## src/rtl/store_buffer_if.sv

```systemverilog
// rtl/store_buffer_if.sv - core store/load port and memory drain port of the store buffer
interface store_buffer_if #(
  parameter int DEPTH = 4,
  parameter int WIDTH = 32
);
  logic                       st_valid;
  logic [WIDTH-1:0]           st_addr;
  logic [WIDTH-1:0]           st_data;
  logic [1:0]                 st_dsize;
  logic                       st_ready;
  logic                       ld_valid;
  logic [WIDTH-1:0]           ld_addr;
  logic                       ld_hit;
  logic [WIDTH-1:0]           ld_fwd_data;
  logic                       ld_conflict;
  logic                       mem_req;
  logic [WIDTH-1:0]           mem_addr;
  logic [WIDTH-1:0]           mem_data;
  logic [1:0]                 mem_dsize;
  logic                       mem_ack;
  logic                       empty;
  logic [$clog2(DEPTH):0]     count;

  modport master (
    output st_valid, st_addr, st_data, st_dsize, ld_valid, ld_addr, mem_ack,
    input  st_ready, ld_hit, ld_fwd_data, ld_conflict, mem_req, mem_addr,
           mem_data, mem_dsize, empty, count
  );

  modport slave (
    input  st_valid, st_addr, st_data, st_dsize, ld_valid, ld_addr, mem_ack,
    output st_ready, ld_hit, ld_fwd_data, ld_conflict, mem_req, mem_addr,
           mem_data, mem_dsize, empty, count
  );
endinterface

```

## src/rtl/store_buffer.sv

```systemverilog
// rtl/store_buffer.sv - posted-write FIFO with in-order req/ack drain and load hazard check
// Define STORE_BUFFER_FWD_EN to forward word stores to matching loads instead of stalling.
module store_buffer #(
  parameter int DEPTH = 4,
  parameter int WIDTH = 32
) (
  input logic           clk,
  input logic           reset,
  store_buffer_if.slave bus
);
  localparam int PW = $clog2(DEPTH);
  localparam int CW = PW + 1;

  localparam logic [0:0] IDLE = 1'b0;
  localparam logic [0:0] REQ  = 1'b1;

  logic [WIDTH-1:0] addrMem [DEPTH];
  logic [WIDTH-1:0] dataMem [DEPTH];
  logic [1:0]       sizeMem [DEPTH];
  logic [PW-1:0]    head, tail;
  logic [CW-1:0]    count, countNext;
  logic [0:0]       state, stateNext;
  logic             pushEn, popEn;

  assign pushEn    = bus.st_valid && (count < CW'(DEPTH));
  assign popEn     = (state == REQ) && bus.mem_ack;
  assign countNext = count + CW'(pushEn) - CW'(popEn);

  always_comb begin
    stateNext = state;
    case (state)
      IDLE:    if (count != '0) stateNext = REQ;
      REQ:     if (popEn && countNext == '0) stateNext = IDLE;
      default: stateNext = IDLE;
    endcase
  end

  always_ff @(posedge clk or negedge reset) begin
    if (!reset) begin
      head  <= '0;
      tail  <= '0;
      count <= '0;
      state <= IDLE;
      for (int i = 0; i < DEPTH; i++) begin
        addrMem[i] <= '0;
        dataMem[i] <= '0;
        sizeMem[i] <= '0;
      end
    end else begin
      if (pushEn) begin
        addrMem[tail] <= bus.st_addr;
        dataMem[tail] <= bus.st_data;
        sizeMem[tail] <= bus.st_dsize;
        tail          <= tail + PW'(1);
      end
      if (popEn) head <= head + PW'(1);
      count <= countNext;
      state <= stateNext;
    end
  end

  assign bus.st_ready  = (count < CW'(DEPTH));
  assign bus.empty     = (count == '0);
  assign bus.count     = count;
  assign bus.mem_req   = (state == REQ);
  assign bus.mem_addr  = addrMem[head];
  assign bus.mem_data  = dataMem[head];
  assign bus.mem_dsize = sizeMem[head];

  // Walk oldest to youngest so the last match seen is the youngest one.
  logic             matchAny;
  logic [PW-1:0]    idx;
`ifdef STORE_BUFFER_FWD_EN
  logic             youngWord;
  logic [WIDTH-1:0] youngData;
`endif

  always_comb begin
    matchAny = 1'b0;
    idx      = '0;
`ifdef STORE_BUFFER_FWD_EN
    youngWord = 1'b0;
    youngData = '0;
`endif
    for (int i = 0; i < DEPTH; i++) begin
      idx = head + PW'(i);
      if ((CW'(i) < count) && (addrMem[idx][WIDTH-1:2] == bus.ld_addr[WIDTH-1:2])) begin
        matchAny = 1'b1;
`ifdef STORE_BUFFER_FWD_EN
        youngWord = sizeMem[idx][1];
        youngData = dataMem[idx];
`endif
      end
    end
  end

`ifdef STORE_BUFFER_FWD_EN
  assign bus.ld_hit      = bus.ld_valid && matchAny && youngWord;
  assign bus.ld_fwd_data = bus.ld_hit ? youngData : '0;
  assign bus.ld_conflict = bus.ld_valid && matchAny && !youngWord;
`else
  assign bus.ld_hit      = 1'b0;
  assign bus.ld_fwd_data = '0;
  assign bus.ld_conflict = bus.ld_valid && matchAny;
`endif

  logic unusedLdLow;
  assign unusedLdLow = ^bus.ld_addr[1:0];
endmodule

```

## src/flat_wrapper.sv

```systemverilog
// flat-port wrapper written by rule: the top's interface ports become plain ports
module store_buffer_flat 
#(
  parameter int DEPTH = 4,
  parameter int WIDTH = 32
)
  (clk, reset, bus_st_valid, bus_st_addr, bus_st_data, bus_st_dsize, bus_ld_valid, bus_ld_addr, bus_mem_ack, bus_st_ready, bus_ld_hit, bus_ld_fwd_data, bus_ld_conflict, bus_mem_req, bus_mem_addr, bus_mem_data, bus_mem_dsize, bus_empty, bus_count);
  store_buffer_if #(.DEPTH(DEPTH), .WIDTH(WIDTH)) bus_i ();
  input logic clk;
  input logic reset;
  input wire logic [$bits(bus_i.st_valid)-1:0] bus_st_valid;
  input wire logic [$bits(bus_i.st_addr)-1:0] bus_st_addr;
  input wire logic [$bits(bus_i.st_data)-1:0] bus_st_data;
  input wire logic [$bits(bus_i.st_dsize)-1:0] bus_st_dsize;
  input wire logic [$bits(bus_i.ld_valid)-1:0] bus_ld_valid;
  input wire logic [$bits(bus_i.ld_addr)-1:0] bus_ld_addr;
  input wire logic [$bits(bus_i.mem_ack)-1:0] bus_mem_ack;
  output wire logic [$bits(bus_i.st_ready)-1:0] bus_st_ready;
  output wire logic [$bits(bus_i.ld_hit)-1:0] bus_ld_hit;
  output wire logic [$bits(bus_i.ld_fwd_data)-1:0] bus_ld_fwd_data;
  output wire logic [$bits(bus_i.ld_conflict)-1:0] bus_ld_conflict;
  output wire logic [$bits(bus_i.mem_req)-1:0] bus_mem_req;
  output wire logic [$bits(bus_i.mem_addr)-1:0] bus_mem_addr;
  output wire logic [$bits(bus_i.mem_data)-1:0] bus_mem_data;
  output wire logic [$bits(bus_i.mem_dsize)-1:0] bus_mem_dsize;
  output wire logic [$bits(bus_i.empty)-1:0] bus_empty;
  output wire logic [$bits(bus_i.count)-1:0] bus_count;
  assign bus_i.st_valid = bus_st_valid;
  assign bus_i.st_addr = bus_st_addr;
  assign bus_i.st_data = bus_st_data;
  assign bus_i.st_dsize = bus_st_dsize;
  assign bus_i.ld_valid = bus_ld_valid;
  assign bus_i.ld_addr = bus_ld_addr;
  assign bus_i.mem_ack = bus_mem_ack;
  assign bus_st_ready = bus_i.st_ready;
  assign bus_ld_hit = bus_i.ld_hit;
  assign bus_ld_fwd_data = bus_i.ld_fwd_data;
  assign bus_ld_conflict = bus_i.ld_conflict;
  assign bus_mem_req = bus_i.mem_req;
  assign bus_mem_addr = bus_i.mem_addr;
  assign bus_mem_data = bus_i.mem_data;
  assign bus_mem_dsize = bus_i.mem_dsize;
  assign bus_empty = bus_i.empty;
  assign bus_count = bus_i.count;
  store_buffer #(.DEPTH(DEPTH), .WIDTH(WIDTH)) u_core (.clk(clk), .reset(reset), .bus(bus_i));
endmodule
```

## config.mk

```make
export PLATFORM = sky130hd
export DESIGN_NAME = store_buffer_flat
export DESIGN_NICKNAME = d
export VERILOG_FILES = /design/src/rtl/store_buffer_if.sv /design/src/rtl/store_buffer.sv /design/src/flat_wrapper.sv
export SDC_FILE = /design/constraint.sdc
export NUM_CORES = 1
export LEC_CHECK = 0
export CORE_ASPECT_RATIO = 0.9
export CORE_MARGIN = 2
export CORE_UTILIZATION = 30
export CTS_BUF_LIST = sky130_fd_sc_hd__clkbuf_8
export DETAILED_ROUTE_END_ITERATION = 7
export HOLD_SLACK_MARGIN = 0.1
export SKIP_LAST_GASP = 1
export SYNTH_ARGS = -nofsm -noshare
export SYNTH_HDL_FRONTEND = slang
export SYNTH_SLANG_ARGS = --single-unit
```

## constraint.sdc

```tcl
create_clock -name clk -period 2.7 [get_ports clk]
set_input_delay 0.54 -clock clk [delete_from_list [all_inputs] [get_ports clk]]
set_output_delay 0.54 -clock clk [all_outputs]
set_load 0.01 [all_outputs]
```

* After elaboration in Yosys (flattened, before gate mapping)
Cells that the tools add are included.
W data, S select, Z words.
** Cells by class
- Add/sub/neg operators :: 6
- Order comparisons :: 11
- Equality and inequality tests :: 4
- Reductions and logical operators :: 12
- Bitwise logic cells :: 6
- Mux-type cells :: 32
** Operators by type and width (number)
- $mux W32 :: 11
- $bmux W32 S2 :: 5
- $bwmux W128 :: 2
- $eq A30 B30 Y1 :: 4
- $demux W32 S2 :: 1
- $ge A3 B3 Y1 const B :: 5
- $not A2 Y3 :: 5
- $logic_and A1 B1 Y1 :: 9
- $bwmux W8 :: 1
- $logic_not A3 Y1 :: 2
- $lt A1 B3 Y1 const A :: 2
- $lt A2 B3 Y1 const A :: 2
- $mux W1 :: 6
- $mux W2 :: 3
- $add A2 B1 Y2 const B :: 2
- $add A2 B2 Y2 const B :: 2
- $bmux W2 S2 :: 1
- $demux W2 S2 :: 1
- $add A3 B1 Y3 :: 1
- $lt A3 B1 Y1 const B :: 1
- $lt A3 B3 Y1 const B :: 1
- $reduce_bool A3 Y1 :: 1
- $sub A3 B1 Y3 :: 1
- $pmux W1 S2 :: 1
- $not A1 Y1 :: 1
** Word-level totals
- Register bits :: 272
- Output and inout bits :: 106

* Longest topological paths before layout
- Depth after elaboration :: 11
- Gate-level depth with buffers :: 11
- Gate-level depth less buffers :: 8

* Worst setup path before layout
Ideal clock, no wire load.
- Path type :: register to output
- From :: reg u_core.head[0]
- To :: out bus_ld_conflict
- Path slack :: -0.091 ns
- Required time :: 2.160 ns
- Cell stages (with the launch flop) :: 11
- Arrival :: 2.251 ns
- Path through :: dfrtp_1 -> buf_6 -> buf_6 -> buf_6 -> mux2i_1 -> xor2_1 -> o221ai_1 -> a2111o_1 -> nor4_2 -> o211ai_1 -> a31oi_1
** Between the ends
- Longest elaborated chain between the ends :: 11
- Elaborated cells between the ends (all ways) :: 32
** Ends and longest elaborated chain
- start: declaration :: RTL line store_buffer.sv:20 : logic [PW-1:0] head, tail;
- start signal: assignment :: RTL line store_buffer.sv:56 : if (popEn) head <= head + PW'(1);
- $add A2 B1 Y2 / $not A2 Y3 (equally long branches) :: RTL line store_buffer.sv:86, store_buffer.sv:87
- $not A2 Y3 (not written as such) / $bmux W32 S2 (equally long branches) :: RTL line store_buffer.sv:87 : if ((CW'(i) < count) && (addrMem[idx][WIDTH-1:2] == bus.ld_addr[WIDTH-1:2])) begin
- $bmux W32 S2 / $mux W32 (equally long branches) :: RTL line store_buffer.sv:87
- $mux W32 (not written as such) :: RTL line store_buffer.sv:87
- $mux W32 (not written as such) / $eq A30 B30 Y1 (equally long branches) :: RTL line store_buffer.sv:87
- $eq A30 B30 Y1 / $logic_and A1 B1 Y1 (equally long branches) :: RTL line store_buffer.sv:87
- $logic_and A1 B1 Y1 / $mux W1 (equally long branches) :: RTL line store_buffer.sv:87
- $mux W1 (2 in series) :: RTL line store_buffer.sv:87
- $mux W1 (*) :: RTL line store_buffer.sv:87
- $logic_and A1 B1 Y1 (*) :: RTL line store_buffer.sv:104 : assign bus.ld_conflict = bus.ld_valid && matchAny;
- end: declaration :: RTL line flat_wrapper.sv:21 : output wire logic [$bits(bus_i.ld_conflict)-1:0] bus_ld_conflict;
Every way passes the cells marked *; elsewhere a longest branch is shown, timed or not. The select of a mux whose other input is x is not followed.

* Worst setup path after layout
- From :: reg u_core.head[1]
- To :: out bus_ld_conflict
Same word-level chain as after synthesis.

==> results.py <==
metrics = {
    "run_status": {
        "outcome": "finished with violations",
        "violations": "negative setup slack",
    },
    "synthesis": {
        "yosys.cell_types.count": 54,
        "ys_seq_area_frac": 0.431,
        "yosys_warnings": 0,
        "synth_edf_count": 0,
        "ys_ff_latch": 272,
        "dominantRegCellSynth": "dfrtp_1",
        "synthCells": 1146,
        "async_flop_share": 1.00,
        "netlist_area_um2": 15800,
        "syn_avg_cell_area_um2": 13.8,
    },
    "sta": {
        "fin_crit_ns": 4.15,
        "skew_ns": 0.0277,
        "fmax_mhz": 241,
        "setup-tns-final_ns": -16.50,
        "min_period_over_period": 1.54,
        "slew_headroom": 0.623,
        "finalHoldViolations": 0,
        "slew_violations": 0,
        "rsz0062_at_grt": "true",
        "setup_violations": 66,
        "fin_ws_ns": -1.45,
        "worstMarginPinSlew_ns": 0.564,
    },
    "clocking": {
        "clkLatencyLatePin_ns": 0.62,
        "cts_buffer_depth": 3,
        "clk_pin_slew_ns": 0.07,
        "htree_levels": 2,
        "cts_root_buf": "clkbuf_8",
        "numCtsBuffers": 49,
        "clock_sinks": 272,
        "cts_tree": "built",
    },
    "die": {
        "die_width_um": 246,
        "num_io_pins": 209,
        "core_um2": 51900,
        "initial_core_util": 0.304,
        "num_rows": 79,
        "dieArea_um2": 54500,
        "die_y_um": 222,
    },
    "route": {
        "drtIter0Drc": 602,
        "vias_per_cell": 5.02,
        "avgRoutedWirePerCell_um": 22.0,
        "drc": 0,
        "detail-route-antenna-nets": 0,
        "routed_wl_um": 50900,
        "drt-pass1-iter-count": 5,
        "via_count": 11600,
    },
    "worst_setup_path": {
        "cpLargestDelayFamily": "compound AO/OA/AOI/OAI gates",
        "crit_chain": "buf_12 -> mux4_2 -> xor2_1 -> nor4_1 -> o211ai_1 -> a2111oi_4 -> a31oi_1 -> a31oi_1 -> buf_2",
        "cp_max_fo": 19,
        "cp-startpoint": "u_core.head[1]$_DFFE_PN0P_",
        "slowest_stage": "mux4_2",
        "crit_top_cell": "a31oi_1",
        "critPathArrivalTime_ns": 3.61,
        "critical-path-max-stage-delay_ns": 0.52,
        "crit_buf_inv": 2,
        "worst_ep_required_time_ns": 2.16,
        "crit_path_start_kind": "register",
        "rr_startpoint": "u_core.bus.mem_req$_DFF_PN0_",
        "cp-end-kind": "primary output",
        "criticalPathCategory": "register to primary output",
    },
    "global_routing": {
        "track_usage": 0.187,
        "grt_pass1_vias": 12400,
        "grt_max_degree": 73,
        "grt_first_pass_wirelength_um": 77200,
        "antenna_found_initial": 5,
        "grt_overflow_total": 0,
    },
    "place": {
        "dp_cells": 2194,
        "port_buffers": 173,
        "placed_area_um2": 20100,
        "place.gp.congestion": 0.953,
        "dp_slack_ns": -1.47,
        "hpwl_um": 37600,
    },
    "pwr": {
        "p_per_area_nw_per_um2": 1430,
        "p_leak_nw": 9.58,
        "vdd_drop_max_mv": 0.745,
    },
    "finish": {
        "nNetsFinal": 1711,
        "area_delta_synth_final_pct": 38.4,
        "drive_above_1_share": 0.517,
        "fillers": 4870,
        "final_cell_area_um2": 21900,
        "n_antenna_cell": 0,
        "final_cells": 2320,
    },
    "job": {
        "cap_violations": 0,
    },
    "min_path": {
        "hold_class": "input pin to async pin",
    },
}
metrics by stage:
| step | util | power (mW) | hold slack [ns] |
|---|---|---|---|
| 3_5_place_dp | 0.387 | 26.1 | 0.488 |
| 2_1_floorplan | - | 17.6 | 0.244 |
| 3_3_place_gp | 0.387 | 25.8 | 0.482 |
| 4_1_cts | 0.415 | 30.9 | 0.446 |
| 6_report | 0.421 | 31.2 | 0.472 |
| 5_1_grt | 0.421 | 33.1 | 0.483 |
state kept, by name (all words and copies together) (netlist names):
name,cells
u_core.dataMem,128
u_core.bus.count,3
u_core.addrMem,128
u_core.head,2
u_core.tail,2
u_core.bus.mem_req,1
u_core.sizeMem,8
cells by family after synthesis:
family                   share of synthesized area
adder cells (fa/ha/maj)                    0.00760
buffers and inverters                       0.0503
other                                     0.000237
XOR/XNOR                                    0.0527
AND/OR/NAND/NOR                             0.0306
multiplexers                                 0.387
AO/OA/AOI/OAI                               0.0406
flip-flops                                   0.431
synth_stat cells, types with 2 or more instances:
master     number  area share
mux2_2        279        0.20
dfrtp_1       272        0.43
mux4_2         95        0.14
mux2i_1        78       0.049
xnor2_1        66       0.037
buf_4          41       0.019
clkbuf_1       40      0.0095
xor2_1         29       0.016
nor2_1         27      0.0064
buf_2          18      0.0057
inv_1          18      0.0043
a21oi_1        16      0.0051
nand4_1        15      0.0059
nor4_1         13      0.0051
buf_6          12      0.0086
nand2_1        12      0.0029
o22ai_1        11      0.0044
ha_1            8      0.0063
o21ai_0         8      0.0025
and2_1          7      0.0028
nor3_1          7      0.0022
a211oi_1        6      0.0029
a22oi_1         6      0.0029
o2bb2ai_1       6      0.0033
a2111oi_0       5      0.0028
a31oi_1         5      0.0020
o221ai_1        5      0.0028
a221oi_1        4      0.0022
nand3_1         3     0.00095
a2111o_1        2      0.0014
a222oi_1        2      0.0013
a32oi_1         2      0.0011
nand2b_1        2     0.00079
nor2b_1         2     0.00079
nor4_2          2      0.0016
nor4b_1         2      0.0011
o2111ai_1       2      0.0011
o211ai_1        2     0.00095
where the power goes:
part	internal [mW]	total [mW]	switching (mW)	leakage (nW)
clock	2.26	4.10	1.84	0.568
combinational	11.0	19.5	8.56	5.75
sequential	6.17	7.62	1.45	3.26
final timing paths:
check / endpoint / slack [ns] / cells after the start
max in group asynchronous: u_core.dataMem[71]$_DFFE_PN0P_ / 1.43 / 3
worst min-delay path: u_core.addrMem[82]$_DFFE_PN0P_ / 0.47 / 2
worst max register to register: u_core.bus.mem_req$_DFF_PN0_ / 0.66 / 8
min in group clk: u_core.dataMem[43]$_DFFE_PN0P_ / 0.50 / 1
worst max-delay path: bus_ld_conflict / -1.45 / 9
worst min register to register: u_core.dataMem[43]$_DFFE_PN0P_ / 0.50 / 1
per-layer routing:
layer | up-vias | track usage | part of all wire
met5 | - | 0 | 0.0012
li1 | 5194 | - | -
met2 | 364 | 0.295 | 0.47
met1 | 5988 | 0.249 | 0.43
met4 | 10 | 0.0536 | 0.025
met3 | 92 | 0.0533 | 0.077
layout make-up:
| class | count | area (µm²) | area share |
|---|---|---|---|
| clock buffer | 62 | 853 | 0.0390 |
| clock inverter | 22 | 176 | 0.00807 |
| inverter | 19 | 78.8 | 0.00361 |
| multi-input combinational | 773 | 8620 | 0.395 |
| sequential | 272 | 6810 | 0.312 |
| tap | 688 | 861 | 0.0394 |
| timing repair buffer | 484 | 4450 | 0.204 |
layout by cell type (no fill, tap or decap), types with 6 or more instances in the layout:
| master | n |
|---|---|
| clkbuf_8 | 62 |
| mux4_2 | 95 |
| a22oi_1 | 6 |
| o22ai_1 | 11 |
| o21ai_0 | 7 |
| mux2i_2 | 7 |
| o2bb2ai_1 | 6 |
| buf_4 | 260 |
| conb_1 | 33 |
| a21oi_1 | 13 |
| xnor2_1 | 64 |
| buf_12 | 24 |
| mux2i_1 | 64 |
| buf_6 | 21 |
| mux2_2 | 276 |
| mux2i_4 | 9 |
| dlymetal6s2s_1 | 14 |
| clkbuf_2 | 18 |
| xor2_1 | 29 |
| buf_2 | 15 |
| ha_1 | 8 |
| dfrtp_1 | 270 |
| nand2_1 | 8 |
| inv_1 | 30 |
| clkdlybuf4s50_1 | 115 |
| nor3_1 | 6 |
| nor2_1 | 23 |
| nor4_1 | 10 |
| and2_1 | 6 |
| nand4_1 | 15 |
timing repair:
item / CTS / global route
buffers inserted: 15 / 29
cloned: 2 / 2
gates resized for setup: 129 / 126
endpoints found under the setup margin: 67 / 67
hold buffers: 1 / 0
endpoints found under the hold margin: 57 / 0
pin swaps: 3 / 6
No activity file was read; power rests on OpenSTA's default activity.
